--- config.mk ---
export PLATFORM = sky130hd
export DESIGN_NAME = mfp_avalon_arbiter
export DESIGN_NICKNAME = d
export VERILOG_FILES = /design/src/rtl/mfp_avalon_arbiter_pkg.sv /design/src/rtl/mfp_avalon_arb_tag_fifo.sv /design/src/rtl/mfp_avalon_arbiter.sv
export SDC_FILE = /design/constraint.sdc
export NUM_CORES = 1
export LEC_CHECK = 0
export CAP_MARGIN = 20
export CORE_AREA = 2 2 121 123
export CTS_BUF_LIST = sky130_fd_sc_hd__clkbuf_4 sky130_fd_sc_hd__clkbuf_8 sky130_fd_sc_hd__clkbuf_16
export CTS_CLUSTER_SIZE = 30
export DETAILED_ROUTE_END_ITERATION = 6
export DIE_AREA = 0 0 123 125
export DONT_BUFFER_PORTS = 1
export SKIP_LAST_GASP = 1
export SYNTH_ARGS = -nofsm -noshare
export SYNTH_HDL_FRONTEND = slang
export SYNTH_SLANG_ARGS = --single-unit
--- constraint.sdc ---
create_clock -name clk -period 5.91 [get_ports clk]
set_clock_uncertainty 0.05 [all_clocks]
set_input_delay 1.182 -clock clk [delete_from_list [all_inputs] [get_ports clk]]
set_output_delay 1.182 -clock clk [all_outputs]
set_load 0.01 [all_outputs]
--- src/rtl/mfp_avalon_arbiter_pkg.sv ---
// Shared definitions for the two-master Avalon-MM arbiter: FSM states,
// master ids and default bus widths.
package mfp_avalon_arbiter_pkg;

  localparam int unsigned ARB_ADDR_W   = 27;
  localparam int unsigned ARB_DATA_W   = 32;
  localparam int unsigned ARB_BE_W     = 4;
  localparam int unsigned ARB_BURST_W  = 3;
  localparam int unsigned ARB_MAX_PEND = 4;

  typedef enum logic [1:0] {
    ARB_IDLE   = 2'd0,
    ARB_CMD    = 2'd1,
    ARB_WBURST = 2'd2
  } arb_state_t;

  localparam logic M0_ID = 1'b0;
  localparam logic M1_ID = 1'b1;

endpackage

--- src/rtl/mfp_avalon_arb_tag_fifo.sv ---
// In-order tag FIFO of outstanding read commands; each entry is {id, burstcount}.
// Pointers carry one extra wrap bit to distinguish full from empty.
module mfp_avalon_arb_tag_fifo
  import mfp_avalon_arbiter_pkg::*;
#(
  parameter int unsigned BURST_W = ARB_BURST_W,
  parameter int unsigned DEPTH   = ARB_MAX_PEND
) (
  input  logic               clk,
  input  logic               rst,
  input  logic               i_push,
  input  logic               i_push_id,
  input  logic [BURST_W-1:0] i_push_bc,
  input  logic               i_pop,
  output logic               o_full,
  output logic               o_empty,
  output logic               o_head_id,
  output logic [BURST_W-1:0] o_head_bc
);

  localparam int unsigned PTR_W = $clog2(DEPTH);

  logic [BURST_W:0] r_mem [DEPTH];
  logic [PTR_W:0]   r_wr_ptr;
  logic [PTR_W:0]   r_rd_ptr;
  logic             w_do_push;
  logic             w_do_pop;

  assign o_empty   = (r_wr_ptr == r_rd_ptr);
  assign o_full    = (r_wr_ptr[PTR_W] != r_rd_ptr[PTR_W]) &&
                     (r_wr_ptr[PTR_W-1:0] == r_rd_ptr[PTR_W-1:0]);
  assign w_do_push = i_push && !o_full;
  assign w_do_pop  = i_pop && !o_empty;
  assign {o_head_id, o_head_bc} = r_mem[r_rd_ptr[PTR_W-1:0]];

  always_ff @(posedge clk or posedge rst) begin
    if (rst) begin
      r_wr_ptr <= '0;
      r_rd_ptr <= '0;
      for (int unsigned i = 0; i < DEPTH; i++) r_mem[i] <= '0;
    end else begin
      if (w_do_push) begin
        r_mem[r_wr_ptr[PTR_W-1:0]] <= {i_push_id, i_push_bc};
        r_wr_ptr <= r_wr_ptr + (PTR_W+1)'(1);
      end
      if (w_do_pop) r_rd_ptr <= r_rd_ptr + (PTR_W+1)'(1);
    end
  end

endmodule

--- src/rtl/mfp_avalon_arbiter.sv ---
// Two-master to one-slave Avalon-MM arbiter: round-robin grants, locked write
// bursts, and read data routed back to the issuer through an in-order tag FIFO.
module mfp_avalon_arbiter
  import mfp_avalon_arbiter_pkg::*;
#(
  parameter int unsigned ADDR_W   = ARB_ADDR_W,
  parameter int unsigned DATA_W   = ARB_DATA_W,
  parameter int unsigned BE_W     = ARB_BE_W,
  parameter int unsigned BURST_W  = ARB_BURST_W,
  parameter int unsigned MAX_PEND = ARB_MAX_PEND
) (
  input  logic               clk,
  input  logic               rst,
  input  logic               m0_read,
  input  logic               m0_write,
  input  logic [ADDR_W-1:0]  m0_address,
  input  logic [BE_W-1:0]    m0_byteenable,
  input  logic [BURST_W-1:0] m0_burstcount,
  input  logic [DATA_W-1:0]  m0_writedata,
  output logic               m0_waitrequest,
  output logic               m0_readdatavalid,
  output logic [DATA_W-1:0]  m0_readdata,
  input  logic               m1_read,
  input  logic               m1_write,
  input  logic [ADDR_W-1:0]  m1_address,
  input  logic [BE_W-1:0]    m1_byteenable,
  input  logic [BURST_W-1:0] m1_burstcount,
  input  logic [DATA_W-1:0]  m1_writedata,
  output logic               m1_waitrequest,
  output logic               m1_readdatavalid,
  output logic [DATA_W-1:0]  m1_readdata,
  output logic               s_read,
  output logic               s_write,
  output logic [ADDR_W-1:0]  s_address,
  output logic [BE_W-1:0]    s_byteenable,
  output logic [BURST_W-1:0] s_burstcount,
  output logic [DATA_W-1:0]  s_writedata,
  input  logic               s_waitrequest,
  input  logic               s_readdatavalid,
  input  logic [DATA_W-1:0]  s_readdata,
  output logic               protocol_err
);

  arb_state_t         r_state;
  logic               r_gnt;
  logic               r_rr_ptr;
  logic [BURST_W-1:0] r_remaining;
  logic [BURST_W-1:0] r_beat;
  logic               r_protocol_err;

  logic               w_sel_read;
  logic               w_sel_write;
  logic [ADDR_W-1:0]  w_sel_addr;
  logic [BE_W-1:0]    w_sel_be;
  logic [BURST_W-1:0] w_sel_bc;
  logic [BURST_W-1:0] w_sel_bc_eff;
  logic [DATA_W-1:0]  w_sel_wdata;
  logic               w_m0_elig;
  logic               w_m1_elig;
  logic               w_cmd_out;
  logic               w_sel_wait;
  logic               w_accept;
  logic               w_push;
  logic               w_pop;
  logic               w_rvalid;
  logic [BURST_W-1:0] w_beat_next;
  logic               w_fifo_full;
  logic               w_fifo_empty;
  logic               w_head_id;
  logic [BURST_W-1:0] w_head_bc;

  always_comb begin
    w_sel_read  = m0_read;
    w_sel_write = m0_write;
    w_sel_addr  = m0_address;
    w_sel_be    = m0_byteenable;
    w_sel_bc    = m0_burstcount;
    w_sel_wdata = m0_writedata;
    if (r_gnt == M1_ID) begin
      w_sel_read  = m1_read;
      w_sel_write = m1_write;
      w_sel_addr  = m1_address;
      w_sel_be    = m1_byteenable;
      w_sel_bc    = m1_burstcount;
      w_sel_wdata = m1_writedata;
    end
  end

  assign w_sel_bc_eff = (w_sel_bc == '0) ? BURST_W'(1) : w_sel_bc;

  // A read counts as a request only while the FIFO has room; read wins over write.
  assign w_m0_elig = m0_read ? !w_fifo_full : m0_write;
  assign w_m1_elig = m1_read ? !w_fifo_full : m1_write;

  always_comb begin
    s_read       = 1'b0;
    s_write      = 1'b0;
    s_address    = '0;
    s_byteenable = '0;
    s_burstcount = '0;
    s_writedata  = '0;
    if (r_state == ARB_CMD) begin
      s_read  = w_sel_read && !w_fifo_full;
      s_write = w_sel_write && !w_sel_read;
    end else if (r_state == ARB_WBURST) begin
      s_write = w_sel_write;
    end
    if (r_state != ARB_IDLE) begin
      s_address    = w_sel_addr;
      s_byteenable = w_sel_be;
      s_burstcount = w_sel_bc;
      s_writedata  = w_sel_wdata;
    end
  end

  assign w_cmd_out      = s_read || s_write;
  assign w_sel_wait     = s_waitrequest || !w_cmd_out;
  assign w_accept       = w_cmd_out && !s_waitrequest;
  assign w_push         = (r_state == ARB_CMD) && s_read && !s_waitrequest;
  assign m0_waitrequest = (r_state != ARB_IDLE && r_gnt == M0_ID) ? w_sel_wait : 1'b1;
  assign m1_waitrequest = (r_state != ARB_IDLE && r_gnt == M1_ID) ? w_sel_wait : 1'b1;

  always_ff @(posedge clk or posedge rst) begin
    if (rst) begin
      r_state     <= ARB_IDLE;
      r_gnt       <= M0_ID;
      r_rr_ptr    <= M0_ID;
      r_remaining <= '0;
    end else begin
      unique case (r_state)
        ARB_IDLE: begin
          if (w_m0_elig && w_m1_elig) begin
            r_gnt   <= r_rr_ptr;
            r_state <= ARB_CMD;
          end else if (w_m0_elig) begin
            r_gnt   <= M0_ID;
            r_state <= ARB_CMD;
          end else if (w_m1_elig) begin
            r_gnt   <= M1_ID;
            r_state <= ARB_CMD;
          end
        end
        ARB_CMD: begin
          if (w_accept) begin
            if (s_read) begin
              r_rr_ptr <= !r_gnt;
              r_state  <= ARB_IDLE;
            end else if (w_sel_bc_eff > BURST_W'(1)) begin
              r_remaining <= w_sel_bc_eff - BURST_W'(1);
              r_state     <= ARB_WBURST;
            end else begin
              r_rr_ptr <= !r_rr_ptr;
              r_state  <= ARB_IDLE;
            end
          end else if (!w_cmd_out) begin
            r_state <= ARB_IDLE;
          end
        end
        ARB_WBURST: begin
          if (w_accept) begin
            r_remaining <= r_remaining - BURST_W'(1);
            if (r_remaining == BURST_W'(1)) begin
              r_rr_ptr <= !r_rr_ptr;
              r_state  <= ARB_IDLE;
            end
          end
        end
        default: r_state <= ARB_IDLE;
      endcase
    end
  end

  mfp_avalon_arb_tag_fifo #(
    .BURST_W (BURST_W),
    .DEPTH   (MAX_PEND)
  ) u_tag_fifo (
    .clk       (clk),
    .rst       (rst),
    .i_push    (w_push),
    .i_push_id (r_gnt),
    .i_push_bc (w_sel_bc_eff),
    .i_pop     (w_pop),
    .o_full    (w_fifo_full),
    .o_empty   (w_fifo_empty),
    .o_head_id (w_head_id),
    .o_head_bc (w_head_bc)
  );

  assign w_rvalid         = s_readdatavalid && !w_fifo_empty;
  assign w_beat_next      = r_beat + BURST_W'(1);
  assign w_pop            = w_rvalid && (w_beat_next == w_head_bc);
  assign m0_readdatavalid = w_rvalid && (w_head_id == M0_ID);
  assign m1_readdatavalid = w_rvalid && (w_head_id == M1_ID);
  assign m0_readdata      = s_readdata;
  assign m1_readdata      = s_readdata;
  assign protocol_err     = r_protocol_err;

  always_ff @(posedge clk or posedge rst) begin
    if (rst) begin
      r_beat         <= '0;
      r_protocol_err <= 1'b0;
    end else begin
      if (w_pop) r_beat <= '0;
      else if (w_rvalid) r_beat <= w_beat_next;
      if (s_readdatavalid && w_fifo_empty) r_protocol_err <= 1'b1;
    end
  end

endmodule

==> impl_metrics.py, run 1 <==
metrics = {
    "grt": {
        "grtUsageTotal_pct": 17.36,
        "grt-ovfl-total": 0,
        "antenna_found_initial": 0,
        "grt_pass1_vias": 2426,
        "grt_max_degree": 51,
        "grt_pass1_wl_mm": 18.15,
    },
    "power": {
        "p_seq_share_pct": 23.2,
        "power_switching_w": 0.001108,
        "p_leak_nw": 1.458,
        "power.density_nw_per_um2": 656.2,
        "switching_share_pct": 52.46,
        "pwr-share-comb_pct": 64.5,
        "vdd_drop_max_mv": 0.2844,
        "power.total_w": 0.002112,
        "p_clk_share_pct": 12.3,
        "internal_power_w": 0.001004,
    },
    "timing": {
        "hold_ws_ns": 0.4514,
        "finalSetupViolations": 0,
        "min_period_ns": 3.735,
        "slew_headroom_pct": 42.41,
        "hold_violations": 0,
        "worst_pin_slew_ns": 0.8617,
        "timing.setup.tns_ns": 0,
        "slew_viol_final": 0,
        "rsz0062_at_grt": "false",
        "post-route-period-util_pct": 63.20,
        "fmax_mhz": 267.7,
    },
    "detailed_routing": {
        "firstDrtPassIters": 4,
        "vias_per_cell": 4.928,
        "drc_errors": 0,
        "wire_per_inst_um": 28.82,
        "postRouteAntennaNets": 0,
        "drt_wl_total_mm": 13.92,
        "drt_iter0_markers": 84,
        "vias": 2380,
    },
    "setup_path": {
        "crit_family": "simple AND/OR/NAND/NOR gates",
        "reg2reg_depth": 8,
        "cp-endpoint": "m0_waitrequest",
        "reg2reg_slack_ns": 2.42,
        "cp.depth": 4,
        "critPathMaxFanout": 4,
        "cp-end-kind": "output pin",
        "cp_slowest_cell": "or3_4",
        "slowest_delay_ns": 0.42,
        "r2r-end": "r_rr_ptr",
        "crit_path_cell_trace": "mux2_4 > or3_4 > a31oi_2 > or2b_1",
        "crit_start": "m0_read",
        "start_kind": "primary input",
        "crit_type": "primary input to output pin",
        "cp.arrival_ns": 2.50,
        "cp_num_buf_inv": 0,
        "rr_startpoint": "r_gnt",
        "critPathRequiredTime_ns": 4.68,
    },
    "logic_synthesis": {
        "yosys.area.top_type": "dfrtp_1",
        "synthFlopType": "dfrtp_1",
        "ys_seq_elements": 33,
        "syn-mean-instance-area_um2": 9.093,
        "ys_top_cells_by_area": "dfrtp_1, mux2i_1, buf_4",
        "syn_area_um2": 3364,
        "synth_top_area_share_pct": 24.54,
        "synth_edf_count": 0,
        "synthCells": 370,
        "synthArstFlopShare_pct": 100.0,
        "synth_cell_types": 42,
        "synth_nets": 551,
        "yosysSeqAreaShare_pct": 24.54,
        "yosysWarnings": 0,
    },
    "place": {
        "port-buffer-count": 0,
        "dpl.hpwl_mm": 12.32,
        "place_area_um2": 3072,
        "gp_congestion": 0.9081,
    },
    "die": {
        "fp.coreArea_um2": 14200,
        "die_y_um": 125,
        "rows": 44,
        "die_w_um": 123,
        "initial_core_util_pct": 23.69,
        "ioPinCount": 309,
        "die-area_um2": 15380,
    },
    "min_path": {
        "min_path_type": "flop to flop",
    },
    "cells_and_area": {
        "postLayoutCellArea_um2": 3218,
        "nFillCells": 1560,
        "syn_to_final_growth_pct": -4.351,
        "final_cell_mix": "nor2_1, mux2i_1, dfrtp_1",
        "register_area_um2": 829.5,
        "antenna_cells": 0,
        "multi_input_area_um2": 1959,
        "layout.nets": 480,
        "layout_commonest_cell": "nor2_1",
        "drive_above_1_share_pct": 15.38,
    },
    "cts": {
        "root_buffer": "clkbuf_16",
        "post_cts_buffers": 0,
        "ctsResizeCount": 0,
        "clock_latency_ns": 0.28,
        "cts_tree": "built",
        "numCtsBuffers": 5,
        "cts-hold-fix-buffers": 0,
        "cts_buffer_depth": 2,
        "path_clk_slew_ns": 0.05,
        "clock_sinks": 33,
        "h-tree-depth": 2,
    },
    "job": {
        "drv_cap": 0,
    },
    "run_status": {
        "status": "complete, no violations",
    },
}
final cells by class:
type	count	area share (%)
timing repair buffer	3	0.6998
clock buffer	7	4.549
multi-input combinational	248	60.89
inverter	8	0.9331
sequential	33	25.78
tap	184	7.154
stage by stage:
step                setup slack (ns)  cells  utilization (%)
detailed placement             2.196    476            21.63
global route                   2.047    483            22.66
finish                         2.175    483            22.66
global placement               2.217    476            21.63
CTS                            2.190    483            22.66
floorplan                      2.267    370                -
cell families after synthesis:
family / synth area share (%)
and+or+nand+nor: 14.13
muxes: 30.16
buffers and inverters: 17.44
DFF: 24.54
AOI/OAI and AO/OA: 6.768
xor gates and xnor gates: 3.607
adders and majority gates: 3.347
synth_stat cells, types with 2 or more instances:
cell      instances
a211oi_1          2
a21o_1            2
a21oi_1           5
a31oi_1           2
buf_1             8
buf_4            65
clkbuf_1          6
dfrtp_1          33
ha_1              9
inv_1             8
mux2_2           18
mux2_4            2
mux2i_1          68
mux4_2            4
nand2_1          10
nand2b_1          5
nor2_1           77
nor2b_1           3
nor3_1            5
o21ai_0           5
o22a_1            2
xnor2_1           8
xor2_1            4
power by group through the flow:
stage | Sequential [W] | Combinational (W) | Clock (W)
final | 0.000490 | 0.00136 | 0.000260
after global routing | 0.000516 | 0.00149 | 0.000272
after CTS | 0.000493 | 0.00138 | 0.000261
after detailed placement | 0.000497 | 0.00138 | 0
after global placement | 0.000484 | 0.00135 | 0
after floorplan | 0.000408 | 0.00116 | 0
routing by layer:
metal	wire length [um]	track usage (%)	share of wire, %	up-vias
met4	505	6.952	3.6	0
met3	2668	13.96	19	33
met5	0	0	0	-
li1	-	-	-	1048
met2	6066	26.00	44	161
met1	4681	17.85	34	1138
registers in the layout, indices dropped and copies added (netlist names):
register and count:
r_beat 3, u_tag_fifo.r_wr_ptr 3, r_rr_ptr 1, u_tag_fifo.r_mem 16, protocol_err 1, r_remaining 3
u_tag_fifo.r_rd_ptr 3, r_state 2, r_gnt 1
worst min path at each step:
stage,startpoint,endpoint,slack (ns),cells past startpoint
after floorplan,u_tag_fifo.r_mem[4],u_tag_fifo.r_mem[4],0.42,1
after global placement,u_tag_fifo.r_mem[6],u_tag_fifo.r_mem[6],0.43,1
after detailed placement,u_tag_fifo.r_mem[7],u_tag_fifo.r_mem[7],0.44,1
after CTS,u_tag_fifo.r_mem[7],u_tag_fifo.r_mem[7],0.45,1
after global routing,u_tag_fifo.r_mem[12],u_tag_fifo.r_mem[12],0.47,1
final,u_tag_fifo.r_mem[3],u_tag_fifo.r_mem[3],0.45,1
(Power assumes the default switching activity.)
==> run 2, diff against run 1 <==
==> constraint.sdc (replaced) <==
create_clock -name clk -period 3 [get_ports clk]
set_clock_uncertainty 0.05 [all_clocks]
set_input_delay 0.6 -clock clk [delete_from_list [all_inputs] [get_ports clk]]
set_output_delay 0.6 -clock clk [all_outputs]
set_load 0.01 [all_outputs]
==> run 2 against run 1 <==
Power rose by 98%. Clock power rose by 88%. Critical path depth did not move.
==> impl_metrics.py, run 2 (synthesized netlist as in run 1, its figures left out) <==
metrics = {
    "run_status": {
        "status": "complete, no violations",
    },
    "setup_path": {
        "cp.arrival_ns": 2.24,
        "reg2reg_slack_ns": 0.63,
        "critPathRequiredTime_ns": 2.35,
        "rr_startpoint": "r_gnt",
        "start_kind": "flop",
        "critPathMaxFanout": 17,
        "crit_path_cell_trace": "mux2_4 > or3_4 > a31oi_2 > or2b_1",
        "cp-end-kind": "output pin",
        "crit_type": "flop to output pin",
        "slowest_delay_ns": 0.58,
        "crit_family": "simple AND/OR/NAND/NOR gates",
        "cp_num_buf_inv": 0,
        "cp_slowest_cell": "dfrtp_4",
        "crit_start": "r_gnt",
    },
    "power": {
        "power.density_nw_per_um2": 1273,
        "p_leak_nw": 1.490,
        "internal_power_w": 0.002000,
        "pwr-share-comb_pct": 66.6,
        "power_switching_w": 0.002180,
        "p_clk_share_pct": 11.7,
        "switching_share_pct": 52.14,
        "vdd_drop_max_mv": 0.5187,
        "p_seq_share_pct": 21.7,
    },
    "cells_and_area": {
        "antenna_cells": 0,
        "final_util_pct": 23.12,
        "finalNonFillerCells": 489,
        "final_cell_mix": "nor2_1, mux2i_1, dfrtp_1",
        "nFillCells": 1556,
        "regMostFlops": "u_tag_fifo.r_mem",
        "syn_to_final_growth_pct": -2.380,
        "layout_commonest_cell": "nor2_1",
        "postLayoutCellArea_um2": 3284,
        "drive_above_1_share_pct": 17.05,
        "largest_reg_flops": 16,
        "layout.nets": 485,
    },
    "die": {
        "rows": 44,
        "initial_core_util_pct": 23.69,
        "die_y_um": 125,
        "ioPinCount": 309,
        "fp.coreArea_um2": 14200,
        "die-area_um2": 15380,
        "die_w_um": 123,
    },
    "place": {
        "dp.cells": 480,
        "dpl.hpwl_mm": 12.89,
        "gp_congestion": 0.8997,
        "port-buffer-count": 0,
        "place_area_um2": 3114,
    },
    "detailed_routing": {
        "vias": 2490,
        "drt_wl_total_mm": 14.69,
        "wl_met2_mm": 6.597,
        "wire_per_inst_um": 30.03,
        "vias_per_cell": 5.092,
        "top_layer": "met4",
        "met1Wirelength_mm": 5.252,
        "firstDrtPassIters": 5,
        "postRouteAntennaNets": 0,
        "drc_errors": 0,
        "drt_iter0_markers": 112,
        "dr_wl_met3_mm": 2.370,
    },
    "grt": {
        "grt_pass1_wl_mm": 19.05,
        "grt-ovfl-total": 0,
        "antenna_found_initial": 0,
        "grt_max_degree": 69,
        "grtUsageTotal_pct": 18.31,
        "grt_pass1_vias": 2444,
    },
    "cts": {
        "root_buffer": "clkbuf_16",
        "clock_sinks": 33,
        "cts_buffer_depth": 2,
        "post_cts_buffers": 0,
        "numCtsBuffers": 5,
        "path_clk_slew_ns": 0.05,
        "h-tree-depth": 2,
        "clock_latency_ns": 0.28,
        "cts_tree": "built",
        "cts-hold-fix-buffers": 0,
        "ctsResizeCount": 0,
    },
    "timing": {
        "hold_ws_ns": 0.05214,
        "fmax_mhz": 346.1,
        "slew_viol_final": 0,
        "worst_pin_slew_ns": 0.7530,
        "post-route-period-util_pct": 96.31,
        "min_period_ns": 2.889,
        "finalSetupViolations": 0,
        "hold_violations": 0,
        "rsz0062_at_grt": "false",
        "slew_headroom_pct": 48.36,
        "timing.setup.tns_ns": 0,
    },
    "job": {
        "drv_cap": 0,
    },
    "min_path": {
        "min_path_type": "primary input to async pin",
    },
}
[run 2: final timing paths]
kind | endpoint | depth (start not counted)
hold reg to reg | u_tag_fifo.r_mem[0] | 1
hold / removal | u_tag_fifo.r_wr_ptr[2] | 1
setup / recovery | m0_waitrequest | 4
max in group asynchronous | u_tag_fifo.r_mem[13] | 3
min in group clk | protocol_err | 1
setup reg to reg | r_rr_ptr | 7
[run 2: power groups by stage]
| stage | clock (W) | combinational, W | sequential, W |
|---|---|---|---|
| floorplan | 0 | 0.00228 | 0.000804 |
| global placement | 0 | 0.00274 | 0.000891 |
| detailed placement | 0 | 0.00282 | 0.000911 |
| CTS | 0.000498 | 0.00283 | 0.000905 |
| global route | 0.000524 | 0.00304 | 0.000942 |
| finish | 0.000488 | 0.00278 | 0.000907 |
[run 2: final cells by class]
class	count	area [um^2]	share of cell area [%]
well taps	184	230.2	7.010
clock inverters	3	17.52	0.5333
repair buffers	8	92.59	2.819
clock buffers	5	125.1	3.810
inverters	8	30.03	0.9143
multi-input cells	248	1959	59.66
flip-flops and latches	33	829.5	25.26
[run 2: routing by layer]
metal  track usage, %  up-vias
li1                 -     1053
met1            20.16     1190
met2            28.37      206
met3            11.95       41
met4            6.283        0
met5                0        -
[run 2: stage by stage]
stage                     total power (W)  worst slack, ns
final                            0.004180           0.1108
after floorplan                  0.003085           0.5210
after global routing             0.004505          0.03453
after detailed placement         0.003734           0.4151
after global placement           0.003635           0.4457
after CTS                        0.004233           0.1090
